## config.mk

```make
export PLATFORM = sky130hd
export DESIGN_NAME = fifo_wr_arbiter
export DESIGN_NICKNAME = d
export VERILOG_FILES = /design/src/rtl/fifo_wr_arbiter.sv
export SDC_FILE = /design/constraint.sdc
export NUM_CORES = 1
export LEC_CHECK = 0
export ABC_AREA = 0
export CORE_AREA = 2 2 134 136
export CTS_CLUSTER_DIAMETER = 40
export DETAILED_ROUTE_END_ITERATION = 6
export DIE_AREA = 0 0 136 138
export PLACE_DENSITY = 0.56
export SYNTH_ARGS = -nofsm -noshare
export SYNTH_HDL_FRONTEND = slang
export SYNTH_SLANG_ARGS = --single-unit
```

## constraint.sdc

```tcl
create_clock -name clk -period 2.4 [get_ports clk]
set_clock_uncertainty 0.05 [all_clocks]
set_input_delay 0.72 -clock clk [delete_from_list [all_inputs] [get_ports clk]]
set_output_delay 0.72 -clock clk [all_outputs]
set_load 0.01 [all_outputs]
```

## src/rtl/fifo_wr_arbiter.sv

```systemverilog
// fifo_wr_arbiter: round-robin arbiter sharing one FIFO write port among
// NUM_REQ producers. Each grant covers a burst of up to MAX_BURST words or
// until the producer flags its last word. fifo_full is honoured as backpressure.
// Optional build macro ARB_WATCHDOG_EN: revokes a grant whose owner has left
// in_valid low for TIMEOUT consecutive non-full cycles, and pulses timeout_pulse.
module fifo_wr_arbiter #(
   parameter int unsigned NUM_REQ   = 4,
   parameter int unsigned DATA_W    = 64,
   parameter int unsigned MAX_BURST = 16,
   parameter int unsigned TIMEOUT   = 32
) (
   input  logic                        clk,
   input  logic                        rst,
   input  logic [NUM_REQ-1:0]          in_valid,
   input  logic [NUM_REQ-1:0]          in_last,
   input  logic [NUM_REQ*DATA_W-1:0]   in_data,
   output logic [NUM_REQ-1:0]          in_ready,
   input  logic                        fifo_full,
   output logic                        fifo_wr_en,
   output logic [DATA_W-1:0]           fifo_din,
   output logic                        grant_valid,
   output logic [2:0]                  grant_id,
   output logic                        timeout_pulse
);

   localparam int unsigned ID_W  = 3;
   localparam int unsigned CNT_W = (MAX_BURST > 1) ? $clog2(MAX_BURST) : 1;

   localparam logic [0:0] IDLE  = 1'b0;
   localparam logic [0:0] BURST = 1'b1;

   logic [0:0]       state_q, state_d;
   logic             grant_valid_q, grant_valid_d;
   logic [ID_W-1:0]  grant_id_q, grant_id_d;
   logic [ID_W-1:0]  ptr_q, ptr_d;
   logic [CNT_W-1:0] burst_cnt_q, burst_cnt_d;

`ifdef ARB_WATCHDOG_EN
   localparam int unsigned ST_W = $clog2(TIMEOUT + 1);
   logic [ST_W-1:0]  stall_cnt_q, stall_cnt_d;
   logic             timeout_pulse_q, timeout_pulse_d;
`endif

   logic             win_found;
   logic [ID_W-1:0]  win_id;
   logic             gnt_valid;
   logic             gnt_last;
   logic [DATA_W-1:0] gnt_data;
   logic [ID_W-1:0]  next_id;
   logic             beat;
   logic             burst_end;

   // Round-robin pick: first valid requester at or after the pointer, modulo NUM_REQ
   always_comb begin
      win_found = 1'b0;
      win_id    = '0;
      for (int unsigned p = 0; p < NUM_REQ; p++) begin
         if (ptr_q == ID_W'(p)) begin
            // scan from farthest to nearest so the nearest valid one wins
            for (int unsigned o = NUM_REQ; o > 0; o--) begin
               if (in_valid[(p + o - 1) % NUM_REQ]) begin
                  win_found = 1'b1;
                  win_id    = ID_W'((p + o - 1) % NUM_REQ);
               end
            end
         end
      end
   end

   // Select the granted requester's valid/last/data
   always_comb begin
      gnt_valid = 1'b0;
      gnt_last  = 1'b0;
      gnt_data  = '0;
      for (int unsigned i = 0; i < NUM_REQ; i++) begin
         if (grant_id_q == ID_W'(i)) begin
            gnt_valid = in_valid[i];
            gnt_last  = in_last[i];
            gnt_data  = in_data[i*DATA_W +: DATA_W];
         end
      end
   end

   // Pointer successor of the current grant, wrapping at NUM_REQ
   always_comb begin
      if (grant_id_q >= ID_W'(NUM_REQ - 1)) begin
         next_id = '0;
      end else begin
         next_id = grant_id_q + ID_W'(1);
      end
   end

   assign beat      = (state_q == BURST) && gnt_valid && !fifo_full;
   assign burst_end = beat && (gnt_last || (burst_cnt_q == CNT_W'(MAX_BURST - 1)));

   // Per-requester ready: only the granted requester, and only when the FIFO has room
   always_comb begin
      in_ready = '0;
      for (int unsigned i = 0; i < NUM_REQ; i++) begin
         if ((state_q == BURST) && (grant_id_q == ID_W'(i))) begin
            in_ready[i] = !fifo_full;
         end
      end
   end

   // FIFO write side is driven straight from the granted requester on a beat
   always_comb begin
      fifo_wr_en = beat;
      fifo_din   = (state_q == BURST) ? gnt_data : '0;
   end

   // Next-state logic: arbitration in IDLE, beat counting and release in BURST
   always_comb begin
      state_d       = state_q;
      grant_valid_d = grant_valid_q;
      grant_id_d    = grant_id_q;
      ptr_d         = ptr_q;
      burst_cnt_d   = burst_cnt_q;
`ifdef ARB_WATCHDOG_EN
      stall_cnt_d     = stall_cnt_q;
      timeout_pulse_d = 1'b0;
`endif
      case (state_q)
         IDLE: begin
`ifdef ARB_WATCHDOG_EN
            stall_cnt_d = '0;
`endif
            if (win_found) begin
               state_d       = BURST;
               grant_valid_d = 1'b1;
               grant_id_d    = win_id;
               burst_cnt_d   = '0;
            end
         end
         BURST: begin
            if (beat) begin
               burst_cnt_d = burst_cnt_q + CNT_W'(1);
            end
            if (burst_end) begin
               state_d       = IDLE;
               grant_valid_d = 1'b0;
               ptr_d         = next_id;
               burst_cnt_d   = '0;
            end
`ifdef ARB_WATCHDOG_EN
            // only owner-idle cycles count; a full FIFO freezes the count
            if (gnt_valid) begin
               stall_cnt_d = '0;
            end else if (!fifo_full) begin
               if (stall_cnt_q == ST_W'(TIMEOUT - 1)) begin
                  state_d         = IDLE;
                  grant_valid_d   = 1'b0;
                  ptr_d           = next_id;
                  burst_cnt_d     = '0;
                  stall_cnt_d     = '0;
                  timeout_pulse_d = 1'b1;
               end else begin
                  stall_cnt_d = stall_cnt_q + ST_W'(1);
               end
            end
`endif
         end
         default: begin
            state_d       = IDLE;
            grant_valid_d = 1'b0;
         end
      endcase
   end

   // State registers with asynchronous active-high reset
   always_ff @(posedge clk or posedge rst) begin
      if (rst) begin
         state_q       <= IDLE;
         grant_valid_q <= 1'b0;
         grant_id_q    <= '0;
         ptr_q         <= '0;
         burst_cnt_q   <= '0;
      end else begin
         state_q       <= state_d;
         grant_valid_q <= grant_valid_d;
         grant_id_q    <= grant_id_d;
         ptr_q         <= ptr_d;
         burst_cnt_q   <= burst_cnt_d;
      end
   end

`ifdef ARB_WATCHDOG_EN
   // Watchdog registers
   always_ff @(posedge clk or posedge rst) begin
      if (rst) begin
         stall_cnt_q     <= '0;
         timeout_pulse_q <= 1'b0;
      end else begin
         stall_cnt_q     <= stall_cnt_d;
         timeout_pulse_q <= timeout_pulse_d;
      end
   end

   assign timeout_pulse = timeout_pulse_q;
`else
   assign timeout_pulse = 1'b0;
`endif

   assign grant_valid = grant_valid_q;
   assign grant_id    = grant_id_q;

endmodule
```

======== Word level (Yosys, flattened, before mapping) ========
Cells that the tools add are included.
cells by class
  add/sub/neg operators ................... 2
  $lt $le $gt $ge ......................... 1
  equality and inequality tests ........... 10
  multiplexer cells ....................... 68
  bitwise operators ....................... 1
  reductions and logical operators ........ 15
operators by type and width
  kind                   count
  $mux W64               5
  $mux W3                19
  $mux W1                36
  $eq A3 B2 Y1 const B   4
  $mux W4                3
  $pmux W4 S2            1
  $reduce_and A2 Y1      4
  $logic_and A1 B1 Y1    7
  $eq A3 B1 Y1 const B   2
  $logic_not A3 Y1       2
  $add A4 B1 Y4 const B  1
  $eq A4 B4 Y1 const B   1
  $mux W2                2
  $pmux W1 S2            2
  $add A3 B1 Y3 const B  1
  $ge A3 B2 Y1 const B   1
  $ne A3 B1 Y1 const B   1
  $ne A2 B1 Y1 const B   1
  $ne A2 B2 Y1 const B   1
  $logic_not A1 Y1       1
  $logic_or A1 B1 Y1     1
  $not A1 Y1             1
word-level totals
  register bits ........................... 12
  bits of input ports ..................... 267
  logic and storage cells ................. 102

======== Depth between registers and ports, before layout ========
  depth in word-level cells ............... 22
  depth in mapped cells ................... 9

======== Worst setup path before layout ========
Ideal clock, no wire load.
  path type ............................... reg2out
  start point ............................. register grant_id_q[0] (netlist: grant_id[0])
  end point ............................... output fifo_din[10]
  arrival ................................. 1737 ps
  setup slack ............................. -107 ps
  stages on the path, launching flop included .. 10
  buffers on the path ..................... 2
  cell sequence ........................... dfrtp_1 > inv_1 > ha_1 > inv_2 > buf_2 > clkbuf_1 > nor2_1 > nor3_1 > a21oi_1 > nor2_1
between the ends
  word-level cells in the longest chain between the ends .. 6
ends and longest elaborated chain
  element                 line  source
  from (decl)             34    logic [ID_W-1:0] grant_id_q, grant_id_d;
  from (signal assigned)  181   grant_id_q <= grant_id_d;
  $logic_not A3 Y1        76    if (grant_id_q == ID_W'(i)) begin
  $mux W64 (3 in a row)   76
  $mux W64 *              76
  $mux W64 *              109   fifo_din = (state_q == BURST) ? gnt_data : '0;
  to (decl)               20    output logic [DATA_W-1:0] fifo_din,
Every way passes the cells marked *; elsewhere a longest branch is shown, timed or not.

======== Worst setup path in the final report ========
  start point ............................. register grant_id_q[1] (netlist: grant_id[1])
  end point ............................... output fifo_din[48]
The elaborated chain is that of the path after synthesis.

==> run_results.csv <==
group,metric,value,unit
run_status,status,"finished, violations left",
run_status,violations,"setup timing",
grt,gr-usage-met2,0.334,
min_path,hp-class,"register to register",
clocking,cts_sinks,10,
setup_path,worst_setup_path_end_kind,"primary output",
sta,slew_viol_final,0,
finish,drive_above_1_share,0.329,
place,dpl.cell_count,1015,
grt,grt_overflow,0,
route,viasPerCell,4.70,
clocking,cts_buffer_depth,2,
synth,synthCells,448,
grt,grt_util_met1,0.228,
synth,synth_area_leaders,"a221oi_1 22%, nor2_1 20%, a21oi_1 13%",
clocking,cts_buffers,3,
sta,hold_violations,0,
setup_path,critPathMaxFanout,5,
sta,post-route-min-period,2.85,ns
setup_path,crit_type,"register to primary output",
finish,stdcell_count,1058,
grt,grt.busiest_layer,"met2",
flow_run,drv_cap,0,
finish,final_util,0.446,
clocking,clk_pin_slew_worst_paths,0.04,ns
route,ant_nets,0,
place,place_congestion,0.801,
floorplanning,die_area,0.0188,mm2
setup_path,critical_path_arrival,2.08,ns
grt,grt_usage,0.185,
finish,finish.net_count,1101,
synth,ys_ff_latch,10,
clocking,ctsRootBufferMaster,"clkbuf_16",
synth,yosysUniqueCellTypes,34,
floorplanning,core,0.0175,mm2
grt,grt_pass1_wl,27500,um
synth,synth_top_area_share,0.224,
place,portBuffers,338,
sta,fmax,0.351,GHz
grt,grt_pass1_vias,4871,
clocking,htree_levels,1,
route,routed-via-count,4972,
floorplanning,ioPinCount,341,
power,vdd_drop_max,0.508,mV
sta,hold_ws,0.455,ns
grt,grt_max_degree,48,
place,place_hpwl,12900,um
route,drcViolationCount,0,
setup_path,critPathRequiredTime,1.63,ns
sta,final-setup-viol-count,67,
grt,met3_usage,0.0348,
floorplanning,num_rows,49,
clocking,cts_tree,"built",
synth,synth_area,0.00258,mm2
sta,rsz0062_at_grt,"yes",
floorplanning,die_x,136,um
synth,yosys_warnings,0,
floorplanning,die_h,138,um
synth,synth.largest_area_cell,"a221oi_1",
place,pre_cts_slack,-0.789,ns
grt,antenna_found_initial,2,
sta,post-route-period-util,1.19,
route,first_pass_iters,4,
synth,syn_avg_cell_area,5.76,um2
setup_path,setup.worst_path.start_class,"register",
clocking,clk_latency,0.23,ns
route,wire_per_inst,18.6,um
route,routed_wl,19600,um
sta,setup_ws,-0.452,ns
floorplanning,initial_core_util,0.147,
finish,fillCellCount,1752,
setup_path,worst_r2r_path_depth,10,
min_path,whs_path_depth,1,
finish,layout-area-overhead-vs-synth,203,%
power,leakage,3.15,nW
route,drtIter0Drc,146,
power,power_density,1210,mW/mm2
synth,yosysSeqAreaShare,0.0969,
[what timing repair did]
action,in CTS,in global routing
hold buffers,0,0
endpoints found under the setup margin,69,69
resized for setup,380,43
setup buffers,10,14
cloned,9,7
pin swaps,69,55
[through the flow]
step                      power (mW)  setup TNS (ns)  cell area (um2)
final                           9.48          -24.43             7820
after global routing            10.2          -31.42             7820
after CTS                       8.70          -24.74             7310
after detailed placement        7.25          -37.20             6640
after global placement          7.26          -37.14             6640
after floorplan                 3.68               0             2620
[path summary, 6_finish.rpt]
path | from | to | slack, ns
worst min-delay path | burst_cnt_q[3]$_DFFE_PP0P_ | burst_cnt_q[3]$_DFFE_PP0P_ | 0.46
worst max-delay path | grant_id[1]$_DFFE_PP0P_ | fifo_din[48] | -0.45
worst max register to register | grant_id[0]$_DFFE_PP0P_ | ptr_q[1]$_DFFE_PP0P_ | 0
worst min register to register | burst_cnt_q[3]$_DFFE_PP0P_ | burst_cnt_q[3]$_DFFE_PP0P_ | 0.46
min in group asynchronous | rst | grant_valid$_DFFE_PP0P_ | 0.72
max in group asynchronous | rst | grant_id[0]$_DFFE_PP0P_ | 1.28
[cell families (layout without fill, tap and decap cells)]
| kind of cell | after synthesis | after routing | share of synthesized area |
|---|---|---|---|
| other | 1 | 3 | 0.00145 |
| DFF | 10 | 10 | 0.0969 |
| AOI/OAI and AO/OA | 149 | 149 | 0.395 |
| buffers and inverters | 58 | 437 | 0.0926 |
| muxes | 4 | 4 | 0.0194 |
| adders and majority gates | 5 | 5 | 0.0242 |
| and+or+nand+nor | 221 | 221 | 0.370 |
[report_power, final]
group / switching (mW) / internal (mW) / leakage [nW]
Combinational: 4.31 / 4.54 / 2.99
Clock: 0.0738 / 0.222 / 0.0382
Sequential: 0.0864 / 0.246 / 0.121
Total: 4.47 / 5.01 / 3.15
[synth_stat cells, drive strengths merged]
master  count
and2        4
o31a        1
nand2b      3
nor3b       1
nor3       65
dfrtp      10
inv         6
o211ai      1
o21ai       8
a32oi       1
a221oi     66
o31ai       1
conb        1
and2b       1
a211oi      1
buf        23
nor2      135
o311a       1
and3        1
nand3       2
mux2        2
a22oi       2
mux2i       2
clkbuf     29
ha          5
nor2b       2
nand2       7
a21oi      67
[cell type report]
type / instances / area (um2) / area share
timing repair buffer: 427 / 4290 / 0.548
multi-input combinational: 381 / 2880 / 0.368
tap: 229 / 287 / 0.0366
sequential: 10 / 251 / 0.0321
clock buffer: 4 / 78.8 / 0.0101
inverter: 6 / 32.5 / 0.00416
antenna: 1 / 2.50 / 0.000320
[cell usage in the layout, fill, tap and decap left out, types with 4 or more instances in the layout]
cell             netlist  routed
o21ai_0                7       6
buf_12                 0      23
buf_4                  2      47
nand2_1                7       7
dfrtp_1               10       9
buf_2                 11      69
clkdlybuf4s50_1        0     268
nor3_2                 0      23
ha_4                   0       4
a21oi_1               67      62
clkbuf_16              0      10
buf_16                 0       8
nor3_1                65      42
a21oi_2                0       5
buf_6                  0       4
a221oi_2               0      48
a221oi_4               0      16
nor2_1               135     132
[metal layers]
layer,up-vias,wire [um]
met3,22,1600
li1,2440,-
met2,236,9760
met1,2274,8020
met4,0,255
met5,-,0
[state kept, by name (all words and copies together), names as in the netlist]
signal,flops
grant_valid,1
state_q,1
grant_id,2
ptr_q,2
burst_cnt_q,4
[worst max-delay path, stage by stage, from the launching register on]
cell and delay (ns):
dfrtp_1 0.38, inv_2 0.12, ha_4 0.20, nor2b_4 0.06, buf_12 0.13, buf_12 0.14
buf_16 0.14, a221oi_2 0.24, nor3_1 0.08, a21oi_1 0.15, nor2_1 0.05, buf_2 0.14
No activity file was read; power rests on OpenSTA's default activity.
